==> src/rtl/i2c_byte_seq.sv <==
// ---------------------------------------------------------------------------
// i2c_byte_seq
//
// Byte-level I2C sequencer. It accepts one byte operation (START, WRITE,
// READ, STOP), expands it into a list of bit commands for a downstream bit
// engine, and for READ/ACK commands samples SDA on the next rising SCL edge
// seen on the (synchronized) bus.
//
// Optional build macro: I2C_BYTE_SEQ_TIMEOUT_EN adds a watchdog that aborts
// an op stuck in ISSUE/WAIT_SMP for TIMEOUT_CYC cycles.
//
// Ports
//   clock, rst_n          system clock, synchronous active-low reset
//   op_vld/op/op_data     byte-operation request (op: 0 START 1 WRITE
//   op_last               2 READ 3 STOP); op_last selects NACK after READ
//   op_mid/op_proc_id     tags forwarded with every bit command
//   op_ready, op_done     accept handshake / one-cycle completion pulse
//   rd_data, ack_err      received byte / slave NACK on the last WRITE
//   timeout_err           watchdog abort flag (0 without the macro)
//   cmd_vld/cmd/cmd_ready bit-command handshake to the bit engine
//   cmd_mid/cmd_proc_id   tags of the presented command
//   scl_i, sda_i          asynchronous bus inputs
// ---------------------------------------------------------------------------
package parameter_package;
   localparam logic [3:0] CMD_IDLE  = 4'd0;
   localparam logic [3:0] CMD_START = 4'd1;
   localparam logic [3:0] CMD_STOP  = 4'd2;
   localparam logic [3:0] CMD_0     = 4'd3;
   localparam logic [3:0] CMD_1     = 4'd4;
   localparam logic [3:0] CMD_L0    = 4'd5;
   localparam logic [3:0] CMD_L1    = 4'd6;
   localparam logic [3:0] CMD_RD    = 4'd7;
   localparam logic [3:0] CMD_ACK   = 4'd8;
   localparam logic [3:0] CMD_MACK  = 4'd9;
endpackage

module i2c_byte_seq
   import parameter_package::*;
#(
   parameter int CSIZE       = 4,
   parameter int TIMEOUT_CYC = 4096
) (
   input  logic             clock,
   input  logic             rst_n,
   input  logic             op_vld,
   input  logic [1:0]       op,
   input  logic [7:0]       op_data,
   input  logic             op_last,
   input  logic [3:0]       op_mid,
   input  logic [1:0]       op_proc_id,
   output logic             op_ready,
   output logic             op_done,
   output logic [7:0]       rd_data,
   output logic             ack_err,
   output logic             timeout_err,
   output logic             cmd_vld,
   output logic [CSIZE-1:0] cmd,
   input  logic             cmd_ready,
   output logic [3:0]       cmd_mid,
   output logic [1:0]       cmd_proc_id,
   input  logic             scl_i,
   input  logic             sda_i
);

   localparam logic [1:0] OP_START = 2'd0;
   localparam logic [1:0] OP_WRITE = 2'd1;
   localparam logic [1:0] OP_STOP  = 2'd3;

   localparam logic [2:0] S_IDLE     = 3'd0;
   localparam logic [2:0] S_LOAD     = 3'd1;
   localparam logic [2:0] S_ISSUE    = 3'd2;
   localparam logic [2:0] S_WAIT_SMP = 3'd3;
   localparam logic [2:0] S_NEXT     = 3'd4;
   localparam logic [2:0] S_DONE     = 3'd5;

   // Bit command at position idx of the op's command list.
   function automatic logic [3:0] cmd_for(input logic [1:0] o, input logic [7:0] d,
                                          input logic l, input logic [3:0] idx);
      logic [3:0] c;
      c = CMD_IDLE;
      case (o)
         OP_START: c = CMD_START;
         OP_STOP:  c = CMD_STOP;
         OP_WRITE: begin
            if (idx < 4'd7)       c = d[3'd7 - idx[2:0]] ? CMD_1 : CMD_0;
            else if (idx == 4'd7) c = d[0] ? CMD_L1 : CMD_L0;
            else                  c = CMD_ACK;
         end
         default:  c = (idx < 4'd8) ? CMD_RD : (l ? CMD_1 : CMD_MACK);
      endcase
      return c;
   endfunction

   logic [2:0]       state_q, state_d;
   logic [1:0]       op_q, op_d;
   logic [7:0]       data_q, data_d;
   logic             last_q, last_d;
   logic [3:0]       mid_q, mid_d;
   logic [1:0]       pid_q, pid_d;
   logic [3:0]       bit_idx_q, bit_idx_d;
   logic             cmd_vld_q, cmd_vld_d;
   logic [CSIZE-1:0] cmd_q, cmd_d;
   logic [3:0]       cmd_mid_q, cmd_mid_d;
   logic [1:0]       cmd_pid_q, cmd_pid_d;
   logic             op_done_q, op_done_d;
   logic [7:0]       shift_q, shift_d;
   logic [7:0]       rd_data_q, rd_data_d;
   logic             ack_err_q, ack_err_d;
   logic             armed_q, armed_d;
   logic [1:0]       scl_sync_q, sda_sync_q;
   logic             scl_prev_q;

   logic       scl_rise, smp_take, sda_s, is_smp_cmd, accept;
   logic [3:0] n_cmds;

   assign sda_s      = sda_sync_q[1];
   assign scl_rise   = scl_sync_q[1] & ~scl_prev_q;
   // Only a flag armed on an earlier edge may sample, so an SCL rise in the
   // same cycle as the RD/ACK transfer is never taken as that bit.
   assign smp_take   = armed_q & scl_rise;
   assign is_smp_cmd = (cmd_q == CSIZE'(CMD_RD)) || (cmd_q == CSIZE'(CMD_ACK));
   assign n_cmds     = (op_q == OP_START || op_q == OP_STOP) ? 4'd1 : 4'd9;
   assign accept     = (state_q == S_IDLE) && op_vld;

`ifdef I2C_BYTE_SEQ_TIMEOUT_EN
   localparam int WD_W = $clog2(TIMEOUT_CYC + 1);
   logic [WD_W-1:0] wd_q, wd_d;
   logic            timeout_err_q, timeout_err_d;
   logic            wd_hit;
   assign wd_hit = (state_q == S_ISSUE || state_q == S_WAIT_SMP) &&
                   (wd_q == WD_W'(TIMEOUT_CYC - 1));
`endif

   always_comb begin
      // NOTE: every _d starts from its _q (or a pulse default), so no branch
      // below can leave a signal unassigned and infer a latch.
      state_d   = state_q;   op_d      = op_q;      data_d    = data_q;
      last_d    = last_q;    mid_d     = mid_q;     pid_d     = pid_q;
      bit_idx_d = bit_idx_q; cmd_vld_d = cmd_vld_q; cmd_d     = cmd_q;
      cmd_mid_d = cmd_mid_q; cmd_pid_d = cmd_pid_q; op_done_d = 1'b0;
      shift_d   = shift_q;   rd_data_d = rd_data_q; ack_err_d = ack_err_q;
      armed_d   = armed_q;
      case (state_q)
         S_IDLE: if (accept) begin
            op_d = op; data_d = op_data; last_d = op_last;
            mid_d = op_mid; pid_d = op_proc_id;
            state_d = S_LOAD;
         end
         S_LOAD: begin
            bit_idx_d = 4'd0;
            cmd_d     = CSIZE'(cmd_for(op_q, data_q, last_q, 4'd0));
            cmd_mid_d = mid_q;
            cmd_pid_d = pid_q;
            cmd_vld_d = 1'b1;
            state_d   = S_ISSUE;
         end
         S_ISSUE: if (cmd_ready) begin
            cmd_vld_d = 1'b0;
            bit_idx_d = bit_idx_q + 4'd1;
            if (is_smp_cmd) begin
               armed_d = 1'b1;
               state_d = S_WAIT_SMP;
            end else begin
               state_d = S_NEXT;
            end
         end
         S_WAIT_SMP: if (smp_take) begin
            armed_d = 1'b0;
            state_d = S_NEXT;
            if (cmd_q == CSIZE'(CMD_ACK)) begin
               ack_err_d = sda_s;
            end else begin
               shift_d = {shift_q[6:0], sda_s};
               // The byte is published once, after the eighth sample.
               if (bit_idx_q == 4'd8) rd_data_d = {shift_q[6:0], sda_s};
            end
         end
         S_NEXT: begin
            if (bit_idx_q < n_cmds) begin
               cmd_d     = CSIZE'(cmd_for(op_q, data_q, last_q, bit_idx_q));
               cmd_vld_d = 1'b1;
               state_d   = S_ISSUE;
            end else begin
               op_done_d = 1'b1;
               state_d   = S_DONE;
            end
         end
         S_DONE:  state_d = S_IDLE;
         default: state_d = S_IDLE;
      endcase
`ifdef I2C_BYTE_SEQ_TIMEOUT_EN
      timeout_err_d = accept ? 1'b0 : timeout_err_q;
      if (wd_hit) begin
         timeout_err_d = 1'b1;
         cmd_vld_d     = 1'b0;
         armed_d       = 1'b0;
         op_done_d     = 1'b1;
         state_d       = S_IDLE;
      end
      // Counts consecutive cycles spent in one waiting state.
      if (state_d != state_q || !(state_q == S_ISSUE || state_q == S_WAIT_SMP))
         wd_d = '0;
      else
         wd_d = wd_q + 1'b1;
`endif
   end

   // NOTE: state updates use non-blocking assignments and the reset is
   // sampled on the clock edge (synchronous), matching the rest of the chip.
   always_ff @(posedge clock) begin
      if (!rst_n) begin
         state_q    <= S_IDLE;     op_q      <= 2'd0;  data_q    <= 8'd0;
         last_q     <= 1'b0;       mid_q     <= 4'd0;  pid_q     <= 2'd0;
         bit_idx_q  <= 4'd0;       cmd_vld_q <= 1'b0;
         cmd_q      <= CSIZE'(CMD_IDLE);
         cmd_mid_q  <= 4'd0;       cmd_pid_q <= 2'd0;  op_done_q <= 1'b0;
         shift_q    <= 8'd0;       rd_data_q <= 8'd0;  ack_err_q <= 1'b0;
         armed_q    <= 1'b0;
         scl_sync_q <= 2'b11;      sda_sync_q <= 2'b11; scl_prev_q <= 1'b1;
      end else begin
         state_q    <= state_d;    op_q      <= op_d;      data_q    <= data_d;
         last_q     <= last_d;     mid_q     <= mid_d;     pid_q     <= pid_d;
         bit_idx_q  <= bit_idx_d;  cmd_vld_q <= cmd_vld_d; cmd_q     <= cmd_d;
         cmd_mid_q  <= cmd_mid_d;  cmd_pid_q <= cmd_pid_d; op_done_q <= op_done_d;
         shift_q    <= shift_d;    rd_data_q <= rd_data_d; ack_err_q <= ack_err_d;
         armed_q    <= armed_d;
         scl_sync_q <= {scl_sync_q[0], scl_i};
         sda_sync_q <= {sda_sync_q[0], sda_i};
         scl_prev_q <= scl_sync_q[1];
      end
   end

`ifdef I2C_BYTE_SEQ_TIMEOUT_EN
   always_ff @(posedge clock) begin
      if (!rst_n) begin
         wd_q          <= '0;
         timeout_err_q <= 1'b0;
      end else begin
         wd_q          <= wd_d;
         timeout_err_q <= timeout_err_d;
      end
   end
   assign timeout_err = timeout_err_q;
`else
   assign timeout_err = 1'b0;
`endif

   assign op_ready    = (state_q == S_IDLE);
   assign op_done     = op_done_q;
   assign rd_data     = rd_data_q;
   assign ack_err     = ack_err_q;
   assign cmd_vld     = cmd_vld_q;
   assign cmd         = cmd_q;
   assign cmd_mid     = cmd_mid_q;
   assign cmd_proc_id = cmd_pid_q;

endmodule

==> config.mk <==
export PLATFORM = sky130hd
export DESIGN_NAME = i2c_byte_seq
export DESIGN_NICKNAME = d
export VERILOG_FILES = /design/src/rtl/i2c_byte_seq.sv
export SDC_FILE = /design/constraint.sdc
export NUM_CORES = 1
export LEC_CHECK = 0
export CAP_MARGIN = 20
export CORE_MARGIN = 2
export CORE_UTILIZATION = 47
export DETAILED_ROUTE_END_ITERATION = 10
export GPL_ROUTABILITY_DRIVEN = 0
export PLACE_DENSITY = 0.82
export SKIP_LAST_GASP = 1
export SLEW_MARGIN = 15
export SYNTH_ARGS = -nofsm -noshare
export SYNTH_HDL_FRONTEND = slang
export SYNTH_SLANG_ARGS = --single-unit
export TNS_END_PERCENT = 20
==> constraint.sdc <==
create_clock -name clock -period 1.8 [get_ports clock]
set_input_delay 0.27 -clock clock [delete_from_list [all_inputs] [get_ports clock]]
set_output_delay 0.27 -clock clock [all_outputs]
set_load 0.005 [all_outputs]
==> out/summary.txt, run 1 <==
H-tree lvl count: 3
Mean Syn Cell Area: 9.271 sq um
DIE AREA: 6196 sq um
Routed wire length per instance: 13.51 um
Yosys warns: 0
Initial antenna violation count: 0
Post-Syn Area: 2624 sq um
#FFs+latches synth: 58
Clock tree buffer depth: 2
Synthesized Nets: 311
Max-cap violations: 0
Layout Area Growth over Synthesis: 34.57%
Sw Ratio: 29.89%
# fillers: 445
Top-level port count: 46
Die Ht: 78.72 um
Worst skew pair latency: 350 ps
Final Hold Slack: 414.2 ps
Slowest-stage cell, CP: dfxtp_1
Setup Skew: 11.29 ps
First-pass GRT wire length: 9.929 mm
Number of remaining DRC errors: 0
Vias in the first global route: 2169
Clock share of power: 29.3%
Cells after Synth: 283
Hpwl dp: 4.156 mm
FP Rows: 27
CTS sink cnt: 58
Placed instance count: 411
CTS tree: built
Fin. max-slew vios: 0
Static leakage: 1.302 nW
Hold wc startpoint: sda_sync_q[0]
Vias/cell: 5.145
Worst EP required: 2030 ps
Pwr Density: 1014 nW/um^2
Final Cycle Share: 99.39%
Minimum clock period after layout: 1789 ps
Critical Path Sink Type: register
Total CTS buffers: 9
Largest net degree at the start of global routing: 27
Cell Int Power: 0.002509 W
Non-filler cells, final: 428
Routed via count: 2202
Layout cells sized above 1: 16.01%
Worst Path Class, Setup: register to register
Status: completed
Total Routing Usage GR: 20.45%
WL final: 5.784 mm
Worst-path maximum fanout: 8
Top FF cell, synth: dfxtp_1
EDFF count, synth: 0
ANT cells: 0
Seq/Total Area, Yosys: 44.25%
Worst setup path start: cmd[1]
Sequential power share: 41.5%
IO buf count: 44
Unrepaired setup endpoints after global routing: true
Fmax: 0.5590 GHz
Peak supply drop: 0.7921 mV
CP peak stage delay: 390 ps
Starting Density: 48.24%
Routed Antenna Nets: 0
Drt pass-1 iters: 4
Sw Pwr: 0.001070 W
Yosys cell types: 45
Total power: 0.003579 W
Startpoint Class: register
Setup violators final: 0
Clk pin slew, worst setup/hold paths: 60 ps
CP cell instances: nor4b_1, buf_4, nor4_4, and4_1, buf_12, mux2i_1, nor2b_1
Comb pwr share: 29.3%
DIE WIDTH: 78.72 um
Fin. Hold Viols: 0
Worst reg2reg path startpoint: cmd[1]
Post-synth ARST share: 0%
DR iter-0 viols: 116
HP Class: register to register
CTS Root Cell: clkbuf_8
Congestion Overflow GR: 0
Final net count: 380
Core area: 5439 sq um
CP Data Arrival Time: 2020 ps
-- final cells by class --
type	instances	area (sq um)	share of cell area, %
inverters	5	18.77	0.5315
well taps	72	90.09	2.551
multi-input cells	205	1421	40.26
repair buffers	73	669.4	18.96
flip-flops and latches	58	1161	32.88
clock buffers	12	155.1	4.394
clock inverters	3	15.01	0.4252
-- cell families after synthesis --
logic type	Yosys count	synth area share (%)
adders and majority gates	5	2.384
DFF	58	44.25
xor gates and xnor gates	3	1.002
muxes	27	11.30
buffers and inverters	20	3.815
AOI/OAI and AO/OA	47	12.26
and+or+nand+nor	122	24.85
other	1	0.1429
-- final timing paths --
check	slack (ps)	cells after the start	endpoint
hold reg to reg	410	1	sda_sync_q[1]
setup / recovery	10	7	rd_data[3]
hold / removal	410	1	sda_sync_q[1]
setup reg to reg	10	7	rd_data[3]
-- timing repair --
action                                 in CTS  in global routing
endpoints found under the hold margin       0                  0
setup buffers                               1                  1
gates resized for setup                     5                  4
pin swaps                                   2                  3
hold buffers                                0                  0
setup endpoints to repair                   4                  9
-- power by group through the flow --
stage	Clock (W)	Combinational (W)	Sequential (W)
after CTS	0.00106	0.00100	0.00148
final	0.00105	0.00105	0.00148
after detailed placement	0	0.000957	0.00151
after global routing	0.00112	0.00116	0.00150
after floorplan	0	0.000546	0.00150
after global placement	0	0.000942	0.00151
-- routing by layer --
layer,track usage [%],routed length [um]
met4,7.895,106
met2,33.42,2754
met3,6.364,273
met1,25.25,2648
met5,0,0
-- cell usage after synthesis, types with 2 or more instances --
| library cell | n | area, sq um |
|---|---|---|
| dfxtp_1 | 58 | 1161 |
| o21ai_0 | 8 | 40.04 |
| clkbuf_1 | 7 | 26.28 |
| a31oi_1 | 3 | 18.77 |
| nand2_1 | 41 | 153.9 |
| nor3_1 | 5 | 25.02 |
| xor2_1 | 2 | 17.52 |
| mux2i_1 | 24 | 240.2 |
| inv_1 | 5 | 18.77 |
| nor3b_1 | 3 | 22.52 |
| buf_2 | 5 | 25.02 |
| nor2_1 | 18 | 67.56 |
| nor4_1 | 3 | 18.77 |
| nor4b_1 | 2 | 17.52 |
| nand4_1 | 2 | 12.51 |
| buf_6 | 2 | 22.52 |
| ha_1 | 5 | 62.56 |
| a21oi_1 | 9 | 45.04 |
| nor2b_1 | 27 | 168.9 |
| mux4_2 | 2 | 45.04 |
| a21boi_0 | 17 | 127.6 |
| and2_1 | 3 | 18.77 |
| nand2b_1 | 10 | 62.56 |
-- cells in the final DEF, fill, tap and decap left out, types with 4 or more instances in the layout --
cell type,instances
a21boi_0,17
a21oi_1,9
buf_4,28
clkbuf_8,11
clkdlybuf4s50_1,43
dfxtp_1,58
inv_1,5
mux2i_1,24
nand2_1,41
nand2b_1,10
nor2_1,18
nor2b_1,27
nor3_1,4
o21ai_0,8
-- critical path: cells and delay by family (launching register included) --
family                 cells  cell delay (ps)
flip-flops                 1              390
buffers and inverters      2              300
AND/OR/NAND/NOR            4              730
multiplexers               1              240
-- flip-flops by register name, summed over array words and instances (netlist names) --
name	count
shift_q	7
data_q	8
bit_idx_q	4
pid_q	2
ack_err	1
rd_data	8
scl_prev_q	1
cmd_mid	4
armed_q	1
op_q	2
last_q	1
op_done	1
cmd_vld	1
mid_q	4
sda_sync_q	2
cmd_proc_id	2
state_q	3
cmd	4
scl_sync_q	2
-- metrics by stage --
stage	TNS [ps]	cell area (sq um)	util [%]	worst slack (ps)
2_1_floorplan	-19.13	2624	-	-19.13
3_3_place_gp	0	3288	60.46	8.421
3_5_place_dp	-70.39	3288	60.46	-56.42
4_1_cts	-76.04	3491	64.18	-45.72
5_1_grt	-257.6	3531	64.92	-81.76
6_report	0	3531	64.92	11.02
Note: power is estimated with default switching activity, not from simulation.
==> run 2, diff against run 1 <==
--- a/config.mk
+++ b/config.mk
@@ -8,6 +8,7 @@
 export CAP_MARGIN = 20
 export CORE_MARGIN = 2
 export CORE_UTILIZATION = 47
+export CTS_CLUSTER_DIAMETER = 100
 export DETAILED_ROUTE_END_ITERATION = 10
 export GPL_ROUTABILITY_DRIVEN = 0
 export PLACE_DENSITY = 0.82
==> results of run 2 <==
No change in the layout: final DEF, timing and power equal those of run 1.
==> run 3, diff against run 2 <==
--- a/config.mk
+++ b/config.mk
@@ -11,6 +11,7 @@
 export CTS_CLUSTER_DIAMETER = 100
 export DETAILED_ROUTE_END_ITERATION = 10
 export GPL_ROUTABILITY_DRIVEN = 0
+export HOLD_SLACK_MARGIN = 0.08
 export PLACE_DENSITY = 0.82
 export SKIP_LAST_GASP = 1
 export SLEW_MARGIN = 15
==> results of run 3 <==
No change in the layout: final DEF, timing and power equal those of run 1.
